$ cat config.mk
export PLATFORM = sky130hd
export DESIGN_NAME = ps2_player_mover
export DESIGN_NICKNAME = d
export VERILOG_FILES = /design/src/rtl/ps2_player_mover.sv
export SDC_FILE = /design/constraint.sdc
export NUM_CORES = 1
export LEC_CHECK = 0
export ABC_AREA = 1
export ABC_CLOCK_PERIOD_IN_PS = 4800
export BUFFER_PORTS_ARGS = -buffer_cell sky130_fd_sc_hd__buf_4
export CAP_MARGIN = 20
export CORE_ASPECT_RATIO = 1.75
export CORE_MARGIN = 4
export CORE_UTILIZATION = 50
export CTS_BUF_LIST = sky130_fd_sc_hd__clkbuf_4
export DETAILED_ROUTE_END_ITERATION = 7
export PLACE_DENSITY = 0.69
export SLEW_MARGIN = 20
export SYNTH_ARGS = -nofsm -noshare
export SYNTH_HDL_FRONTEND = slang
export SYNTH_SLANG_ARGS = --single-unit
$ cat constraint.sdc
create_clock -name clock -period 4.8 [get_ports clock]
set_clock_uncertainty 0.05 [all_clocks]
set_input_delay 0.24 -clock clock [delete_from_list [all_inputs] [get_ports clock]]
set_output_delay 0.24 -clock clock [all_outputs]
set_load 0.1 [all_outputs]
$ cat src/rtl/ps2_player_mover.sv
`default_nettype none
// ============================================================================
//  Module   : ps2_player_mover
//  Purpose  : Turns PS/2 set-2 scan-code bytes (make / break, plain or E0
//             extended) into a held movement direction. Steps a player
//             (x, y) position by STEP pixels once per TICK_CYCLES-long tick.
//  Revision : 1.0 - initial release
// ----------------------------------------------------------------------------
//  Ports
//    clock      in   1        system clock
//    resetn     in   1        asynchronous active-low reset
//    key_data   in   8        scan-code byte from the PS/2 receiver
//    key_valid  in   1        single-cycle strobe, key_data valid
//    enable     in   1        movement enable (game running)
//    x          out  COORD_W  player x
//    y          out  COORD_W  player y
//    dir        out  3        0 still, 1 up, 2 left, 3 down, 4 right
//    tick       out  1        one-cycle pulse per tick period
//    moved      out  1        one-cycle pulse, aligned with x/y, on change
// ----------------------------------------------------------------------------
//  Configuration macro
//    PS2_PLAYER_MOVER_WRAP_EN  defined   : play-field edges wrap around
//                              undefined : play-field edges saturate
// ============================================================================
module ps2_player_mover #(
  parameter int TICK_CYCLES = 25000000,
  parameter int COORD_W     = 9,
  parameter int X_MAX       = 159,
  parameter int Y_MAX       = 119,
  parameter int X_INIT      = 0,
  parameter int Y_INIT      = 0,
  parameter int STEP        = 1
) (
  input  logic               clock,
  input  logic               resetn,
  input  logic [7:0]         key_data,
  input  logic               key_valid,
  input  logic               enable,
  output logic [COORD_W-1:0] x,
  output logic [COORD_W-1:0] y,
  output logic [2:0]         dir,
  output logic               tick,
  output logic               moved
);

  // --------------------------------------------------------------------------
  // Constants
  // --------------------------------------------------------------------------
  localparam int CNT_W = $clog2(TICK_CYCLES);
  // One spare bit so that x+STEP and x-STEP never overflow / underflow
  // silently; the spare bit acts as the borrow of a subtraction.
  localparam int EXT_W = COORD_W + 1;

  localparam logic [CNT_W-1:0]   c_tick_last = CNT_W'(TICK_CYCLES - 1);
  localparam logic [CNT_W-1:0]   c_cnt_one   = CNT_W'(1);
  localparam logic [EXT_W-1:0]   c_step      = EXT_W'(STEP);
  localparam logic [EXT_W-1:0]   c_x_max     = EXT_W'(X_MAX);
  localparam logic [EXT_W-1:0]   c_y_max     = EXT_W'(Y_MAX);
  localparam logic [COORD_W-1:0] c_x_init    = COORD_W'(X_INIT);
  localparam logic [COORD_W-1:0] c_y_init    = COORD_W'(Y_INIT);
`ifdef PS2_PLAYER_MOVER_WRAP_EN
  localparam logic [EXT_W-1:0]   c_x_mod     = EXT_W'(X_MAX + 1);
  localparam logic [EXT_W-1:0]   c_y_mod     = EXT_W'(Y_MAX + 1);
`endif

  localparam logic [2:0] c_dir_still = 3'd0;
  localparam logic [2:0] c_dir_up    = 3'd1;
  localparam logic [2:0] c_dir_left  = 3'd2;
  localparam logic [2:0] c_dir_down  = 3'd3;
  localparam logic [2:0] c_dir_right = 3'd4;

  localparam logic [7:0] c_code_ext  = 8'hE0;
  localparam logic [7:0] c_code_brk  = 8'hF0;

  // --------------------------------------------------------------------------
  // Key map. Plain and extended code spaces are kept separate, so a code
  // only maps when it arrives with the matching prefix.
  // --------------------------------------------------------------------------
  function automatic logic [2:0] f_map(input logic [7:0] code, input logic ext);
    logic [2:0] d;
    d = c_dir_still;
    if (!ext) begin
      case (code)
        8'h1D:   d = c_dir_up;
        8'h1C:   d = c_dir_left;
        8'h1B:   d = c_dir_down;
        8'h23:   d = c_dir_right;
        default: d = c_dir_still;
      endcase
    end else begin
      case (code)
        8'h75:   d = c_dir_up;
        8'h6B:   d = c_dir_left;
        8'h72:   d = c_dir_down;
        8'h74:   d = c_dir_right;
        default: d = c_dir_still;
      endcase
    end
    return d;
  endfunction

  // --------------------------------------------------------------------------
  // Scan-code parser FSM: tracks the E0 / F0 prefixes of the packet in flight.
  // --------------------------------------------------------------------------
  typedef enum logic [1:0] {
    ST_IDLE   = 2'd0,
    ST_EXT    = 2'd1,
    ST_BRK    = 2'd2,
    ST_EXTBRK = 2'd3
  } parse_state_t;

  parse_state_t r_state;
  parse_state_t w_state_next;
  logic         w_code_done;  // key_data is the final byte of a packet
  logic         w_code_ext;   // packet carried the E0 prefix
  logic         w_code_brk;   // packet carried the F0 prefix (release)

  always_ff @(posedge clock or negedge resetn) begin
    if (!resetn) begin
      r_state <= ST_IDLE;
    end else begin
      r_state <= w_state_next;
    end
  end

  always_comb begin
    w_state_next = r_state;
    w_code_done  = 1'b0;
    w_code_ext   = 1'b0;
    w_code_brk   = 1'b0;
    if (key_valid) begin
      case (r_state)
        ST_IDLE: begin
          if (key_data == c_code_ext) begin
            w_state_next = ST_EXT;
          end else if (key_data == c_code_brk) begin
            w_state_next = ST_BRK;
          end else begin
            w_code_done = 1'b1;
          end
        end
        ST_EXT: begin
          if (key_data == c_code_brk) begin
            w_state_next = ST_EXTBRK;
          end else begin
            w_state_next = ST_IDLE;
            w_code_done  = 1'b1;
            w_code_ext   = 1'b1;
          end
        end
        ST_BRK: begin
          w_state_next = ST_IDLE;
          w_code_done  = 1'b1;
          w_code_brk   = 1'b1;
        end
        ST_EXTBRK: begin
          w_state_next = ST_IDLE;
          w_code_done  = 1'b1;
          w_code_ext   = 1'b1;
          w_code_brk   = 1'b1;
        end
        default: w_state_next = ST_IDLE;
      endcase
    end
  end

  // --------------------------------------------------------------------------
  // Held direction. A release only clears dir when it is the key currently
  // driving movement, so rolling from one key to another does not stall.
  // --------------------------------------------------------------------------
  logic [2:0] r_dir;
  logic [2:0] w_key_dir;
  logic [2:0] w_dir_next;

  assign w_key_dir = f_map(key_data, w_code_ext);

  always_comb begin
    w_dir_next = r_dir;
    if (w_code_done && (w_key_dir != c_dir_still)) begin
      if (!w_code_brk) begin
        w_dir_next = w_key_dir;
      end else if (w_key_dir == r_dir) begin
        w_dir_next = c_dir_still;
      end
    end
  end

  always_ff @(posedge clock or negedge resetn) begin
    if (!resetn) begin
      r_dir <= c_dir_still;
    end else begin
      r_dir <= w_dir_next;
    end
  end

  // --------------------------------------------------------------------------
  // Tick counter. Held at zero while disabled so a re-enable always starts a
  // full period.
  // --------------------------------------------------------------------------
  logic [CNT_W-1:0] r_cnt;
  logic             w_tick;

  assign w_tick = enable && (r_cnt == c_tick_last);

  always_ff @(posedge clock or negedge resetn) begin
    if (!resetn) begin
      r_cnt <= '0;
    end else if (!enable || w_tick) begin
      r_cnt <= '0;
    end else begin
      r_cnt <= r_cnt + c_cnt_one;
    end
  end

  // --------------------------------------------------------------------------
  // Movement datapath (one axis changes per tick).
  // --------------------------------------------------------------------------
  logic [COORD_W-1:0] r_x;
  logic [COORD_W-1:0] r_y;
  logic               r_moved;
  logic [EXT_W-1:0]   w_x_ext;
  logic [EXT_W-1:0]   w_y_ext;
  logic [EXT_W-1:0]   w_x_new;
  logic [EXT_W-1:0]   w_y_new;
  logic               w_go;
  logic               w_changed;

  assign w_x_ext = {1'b0, r_x};
  assign w_y_ext = {1'b0, r_y};

  always_comb begin
    w_x_new = w_x_ext;
    w_y_new = w_y_ext;
    case (r_dir)
      c_dir_up: begin
        if (w_y_ext < c_step) begin
`ifdef PS2_PLAYER_MOVER_WRAP_EN
          w_y_new = w_y_ext + c_y_mod - c_step;
`else
          w_y_new = '0;
`endif
        end else begin
          w_y_new = w_y_ext - c_step;
        end
      end
      c_dir_down: begin
        if (w_y_ext + c_step > c_y_max) begin
`ifdef PS2_PLAYER_MOVER_WRAP_EN
          w_y_new = w_y_ext + c_step - c_y_mod;
`else
          w_y_new = c_y_max;
`endif
        end else begin
          w_y_new = w_y_ext + c_step;
        end
      end
      c_dir_left: begin
        if (w_x_ext < c_step) begin
`ifdef PS2_PLAYER_MOVER_WRAP_EN
          w_x_new = w_x_ext + c_x_mod - c_step;
`else
          w_x_new = '0;
`endif
        end else begin
          w_x_new = w_x_ext - c_step;
        end
      end
      c_dir_right: begin
        if (w_x_ext + c_step > c_x_max) begin
`ifdef PS2_PLAYER_MOVER_WRAP_EN
          w_x_new = w_x_ext + c_step - c_x_mod;
`else
          w_x_new = c_x_max;
`endif
        end else begin
          w_x_new = w_x_ext + c_step;
        end
      end
      default: begin
        w_x_new = w_x_ext;
        w_y_new = w_y_ext;
      end
    endcase
  end

  // Movement uses the dir registered before this edge; a key arriving in
  // the same cycle as a tick only affects the following tick.
  assign w_go = w_tick && (r_dir != c_dir_still);

  // With wrapping, STEP < MAX+1 guarantees every step changes the coordinate,
  // so this comparison also yields a pulse on every moving tick there.
  assign w_changed = (w_x_new != w_x_ext) || (w_y_new != w_y_ext);

  always_ff @(posedge clock or negedge resetn) begin
    if (!resetn) begin
      r_x     <= c_x_init;
      r_y     <= c_y_init;
      r_moved <= 1'b0;
    end else begin
      r_moved <= w_go && w_changed;
      if (w_go) begin
        r_x <= w_x_new[COORD_W-1:0];
        r_y <= w_y_new[COORD_W-1:0];
      end
    end
  end

  assign x     = r_x;
  assign y     = r_y;
  assign dir   = r_dir;
  assign tick  = w_tick;
  assign moved = r_moved;

endmodule
`default_nettype wire
Word level (Yosys, flattened, before mapping):

Index checks and enable logic that the tools add are counted.

* logic and storage cells: 75
* output and inout bits: 23
* bits in registers: 49

* magnitude comparators: 4
* multiplexer cells: 24
* add/subtract/negate cells: 5
* eq/ne operators: 23
* reduce and logical (&&, ||, !) cells: 13

Operators by type and width (count)
* $mux W10: 4
* $pmux W10 S2: 2
* $eq A8 B7 Y1 const B: 4
* $add A25 B1 Y25 const B: 1
* $eq A25 B25 Y1 const B: 1
* $mux W25: 1
* $eq A8 B5 Y1 const B: 3
* $pmux W3 S4: 2
* $add A9 B1 Y10 const B: 2
* $ne A10 B9 Y1: 2
* $sub A9 B1 Y10 const B: 2
* $lt A9 B1 Y1 const B: 2
* $eq A8 B8 Y1 const B: 2
* $gt A10 B7 Y1 const B: 1
* $gt A10 B8 Y1 const B: 1
* $mux W3: 3
* $eq A8 B6 Y1 const B: 1
* $eq A3 B2 Y1 const B: 2
* $mux W1: 6
* $mux W2: 3
* $pmux W2 S3: 1
* $reduce_bool A3 Y1: 2
* $eq A2 B2 Y1 const B: 2
* $logic_and A1 B1 Y1: 4
* other kinds (13): 15

Depth between registers and ports, before layout:

* depth in word-level cells: 8
* mapped depth: 18

Worst setup path after synthesis:

OpenSTA, ideal clock, no wires.

* path type: register to register
* start: reg r_y[0] (netlist: y[0])
* end: reg r_moved (netlist: moved)
* cell stages (with the launch flop): 15
* path buffers: 0
* library setup time: 0.136 ns
* data arrival time: 2.583 ns
* period minus slack after synthesis: 2.769 ns
* setup slack: 2.031 ns
* path through: dfrtp_1 > inv_1 > ha_1 > nand3_1 > nor2_1 > nor2_1 > nand2_1 > nand3_1 > nand4_1 > nor2_1 > nand2_1 > nor2_1 > nand2_1 > nor2_1 > a21oi_1

* longest elaborated chain between the ends: 7
* elaborated cells on any way between the ends: 10
* classes of those cells: add/sub (2); order compare (2); eq/ne (1); mux (3); reduce/logical (2)

Ends and longest elaborated chain
* from (decl): line 219 `logic [COORD_W-1:0] r_y;`
* from (signal assigned): line 297 `r_y <= c_y_init;`
* from (signal assigned): line 303 `r_y <= w_y_new[COORD_W-1:0];`
* $add A9 B1 Y10: line 247, 254
* $gt A10 B7 Y1: line 247 `if (w_y_ext + c_step > c_y_max) begin`
* $mux W10: line 247
* $pmux W10 S2: line 234 `case (r_dir)`
* $ne A10 B9 Y1 *: line 292 `assign w_changed = (w_x_new != w_x_ext) || (w_y_new != w_y_ext);`
* $logic_or A1 B1 Y1 *: line 292
* $logic_and A1 B1 Y1 *: line 300 `r_moved <= w_go && w_changed;`
* to (signal assigned): line 300
* to (decl): line 220 `logic r_moved;`

Mark *: on every way between the ends. The rest lies on a longest branch, timed or not.
A chain may end at the register's enable or synchronous reset.

Worst setup path after layout:

* start: reg r_cnt[0]
* end: reg r_x[2] (netlist: x[2])

* longest elaborated chain between the ends: 3

Ends and longest elaborated chain
* from (decl): line 200 `logic [CNT_W-1:0] r_cnt;`
* from (signal assigned): line 211 `r_cnt <= r_cnt + c_cnt_one;`
* $eq A25 B25 Y1: line 203 `assign w_tick = enable && (r_cnt == c_tick_last);`
* $logic_and A1 B1 Y1: line 203
* $logic_and A1 B1 Y1: line 288 `assign w_go = w_tick && (r_dir != c_dir_still);`
* to (signal assigned): line 296 `r_x <= c_x_init;`
* to (signal assigned): line 302 `r_x <= w_x_new[COORD_W-1:0];`
* to (decl): line 218 `logic [COORD_W-1:0] r_x;`

No other way between the ends.

==> impl_metrics.py <==
metrics = {
    "die": {
        "io_pins": 35,
        "start_util": 0.517,
        "fp.dieArea_um2": 9800,
        "fp.dieH_um": 128,
        "core_um2": 7960,
        "dieWidth_um": 76.6,
        "rows": 43,
    },
    "timing": {
        "grt_setup_unrepaired": "no",
        "setup_tns_ps": 0,
        "max_freq_ghz": 0.387,
        "drv_slew": 0,
        "min_period_ps": 2580,
        "holdWs_ps": 206,
        "relSlewSlack": 0.399,
        "tightest_slew_ps": 900,
        "setup_viol": 0,
        "period_share": 0.538,
        "finalHoldViolCount": 0,
    },
    "power_and_ir_drop": {
        "combPwrFrac": 0.348,
        "power.density_nw_per_um2": 244,
        "internal_power_mw": 0.652,
        "p_leak_nw": 2.29,
        "p_sw_mw": 0.437,
        "power_frac_seq": 0.427,
        "clkPwrFrac": 0.225,
        "total_power_mw": 1.09,
        "peakVddDrop_v": 0.000194,
        "swShare": 0.402,
    },
    "synth": {
        "synth_top_area_share": 0.298,
        "synthSimpleGateAreaFrac": 0.432,
        "synth_cell_types": 40,
        "synth.top_cells.by_count": "175 x nand2_1, 85 x nor2_1, 81 x inv_1",
        "yosys-top-cells-area": "dfrtp_1 30%, nand2_1 16%, nor2_1 7.8%, inv_1 7.4%, nand3_1 6.8%",
        "synthCells": 647,
        "synth.largest_area_cell": "dfrtp_1",
        "synth_warnings": 0,
        "syn-cell-area_um2": 4110,
        "synth_compound_area_frac": 0.105,
        "synth.net_count": 664,
        "synth_top_family_by_area": "simple AND/OR/NAND/NOR gates",
        "synth_mux_area_frac": 0,
        "synth_edf_count": 0,
        "seq_area_frac_synth": 0.298,
        "synthAdderAreaFrac": 0.0152,
        "synth_most_common_cell": "nand2_1",
        "synthFlopType": "dfrtp_1",
        "avgSynthCellArea_um2": 6.36,
        "synth_xor_area_frac": 0.0319,
        "async_flop_share": 1.00,
        "ys_seq_elements": 49,
    },
    "worst_setup_path": {
        "cp_data_arrival_time_ps": 2850,
        "cpMostUsedCell": "nand2_1",
        "crit_fanout": 20,
        "r2r_cells": 11,
        "ff2ff_setup_slack_ps": 2220,
        "endpoint": "x[2]",
        "r2r_end": "x[2]",
        "worstPathRequired_ps": 5070,
        "critPathLaunch": "r_cnt[0]",
        "slowest_delay_ps": 520,
        "slowest_stage": "nand2_1",
        "worstSetupPathType": "flip-flop to flip-flop",
        "end_kind": "flip-flop",
        "r2r-start": "r_cnt[0]",
        "path_cells": "ha_1, nand2_1, nor2_2, inv_2, nor4_1, nand2_1, nor2_2, nand2_1, nor2_8, o22ai_1, inv_1",
        "critical_path.startpoint_type": "flip-flop",
    },
    "drt": {
        "drc": 0,
        "final_antenna_net_count": 0,
        "first_pass_iters": 5,
        "drt_iter0_drc": 245,
        "routedWlPerCell_um": 13.5,
        "vias": 4186,
        "post_drt_via_cell_ratio": 5.48,
        "totalWireLength_um": 10300,
    },
    "clocking": {
        "cts_root_buffer": "clkbuf_4",
        "numCtsBuffers": 5,
        "clockBufferDepth": 2,
        "clk_pin_slew_ps": 150,
        "clock_sinks": 49,
        "postCtsSetupRepairBufs": 0,
        "htree_levels": 2,
        "clk-insertion-delay-late_ps": 380,
        "cts_resized": 0,
        "cts_tree": "yes",
    },
    "global_route": {
        "track_usage": 0.212,
        "antenna_found_initial": 0,
        "grt_first_pass_wirelength_um": 17000,
        "grt_pass1_vias": 3849,
        "grt_overflow_total": 0,
        "grt_max_degree": 50,
    },
    "final_layout": {
        "final_nets": 690,
        "fill_cells": 817,
        "syn2layout_area_growth_pct": 8.61,
        "n_antenna_cell": 0,
        "multi_input_area_um2": 2400,
        "drive_gt1_frac": 0.144,
        "regArea_um2": 1230,
    },
    "flow_run": {
        "max_cap_viol_count": 0,
    },
    "placed_design": {
        "port_buffers": 34,
        "place_hpwl_um": 8020,
        "gp_congestion": 0.882,
    },
    "hold_path": {
        "hp-class": "primary input to flip-flop",
    },
    "run_status": {
        "status": "finished clean",
    },
}
-- cells in the final DEF, fill, tap and decap left out, types with 2 or more instances in the layout --
cell and count:
xnor2_1 3, nand2_4 2, nand3_2 5, o211ai_1 3
a31oi_1 2, nand4_1 15, o22ai_1 14, nor3_2 9
a21oi_1 19, o21ai_2 3, o21ai_0 24, nor2_2 10
o21ai_1 5, clkinv_1 3, inv_2 17, nor3_1 15
dfrtp_1 49, inv_1 81, nor2_1 85, nand3_1 56
ha_1 5, nand2_2 3, nor2_4 2, clkbuf_4 5
nand2_1 175, buf_4 34, a211oi_1 2, nor4_1 5
xor2_1 12
-- worst min-delay path by stage --
| stage | endpoint | depth (start not counted) | startpoint | slack, ps |
|---|---|---|---|---|
| 2_1_floorplan | dir[0] | 0 | resetn | -110 |
| 3_3_place_gp | y[0] | 1 | resetn | 260 |
| 3_5_place_dp | y[7] | 1 | resetn | 270 |
| 4_1_cts | r_state[0] | 4 | key_valid | 180 |
| 5_1_grt | r_state[1] | 4 | key_valid | 210 |
| 6_report | dir[0] | 5 | key_valid | 210 |
-- stage by stage --
step	area, um2	util	worst slack, ps	cells
3_3_place_gp	4380	0.550	2290	755
4_1_cts	4470	0.561	2200	764
3_5_place_dp	4380	0.550	2220	755
2_1_floorplan	4110	-	2030	647
6_report	4470	0.561	2220	764
5_1_grt	4470	0.561	1970	764
-- cells by family after synthesis --
family,after synthesis
compound gates,75
xor+xnor,15
fa+ha+maj,5
buf+inv,117
flops,49
simple gates,386
-- state kept, by name (all words and copies together) (netlist names) --
name / flops
r_cnt: 25
x: 9
y: 9
moved: 1
dir: 3
r_state: 2
-- final cells by class --
cell class	instances	area share
multi-input cells	481	0.538
flip-flops and latches	49	0.274
inverters	101	0.0854
repair buffers	35	0.0594
well taps	90	0.0252
clock inverters	3	0.00924
clock buffers	5	0.00840
-- routing by layer --
layer  vias up  part of all wire  track usage
li1       2132                 -            -
met1      1951              0.39        0.220
met2        79              0.54        0.420
met3        24             0.034       0.0288
met4         0             0.032       0.0843
met5         -                 0            0
-- power groups by stage --
stage | logic (mW) | clock network (mW) | registers, mW
2_1_floorplan | 0.254 | 0 | 0.506
3_3_place_gp | 0.374 | 0 | 0.471
3_5_place_dp | 0.379 | 0 | 0.473
4_1_cts | 0.381 | 0.254 | 0.465
5_1_grt | 0.423 | 0.272 | 0.469
6_report | 0.379 | 0.245 | 0.465
-- critical path, delay by kind of cell, from the launching register on --
kind,cells,cell delay (ps)
buf+inv,2,150
compound gates,1,110
simple gates,7,1610
fa+ha+maj,1,190
flops,1,400
-- what timing repair did --
| item | in CTS | in global routing |
|---|---|---|
| hold buffers | 1 | 0 |
| setup endpoints to repair | 0 | 0 |
| hold endpoints to repair | 49 | 0 |
Power figures use the tool's default switching activity.
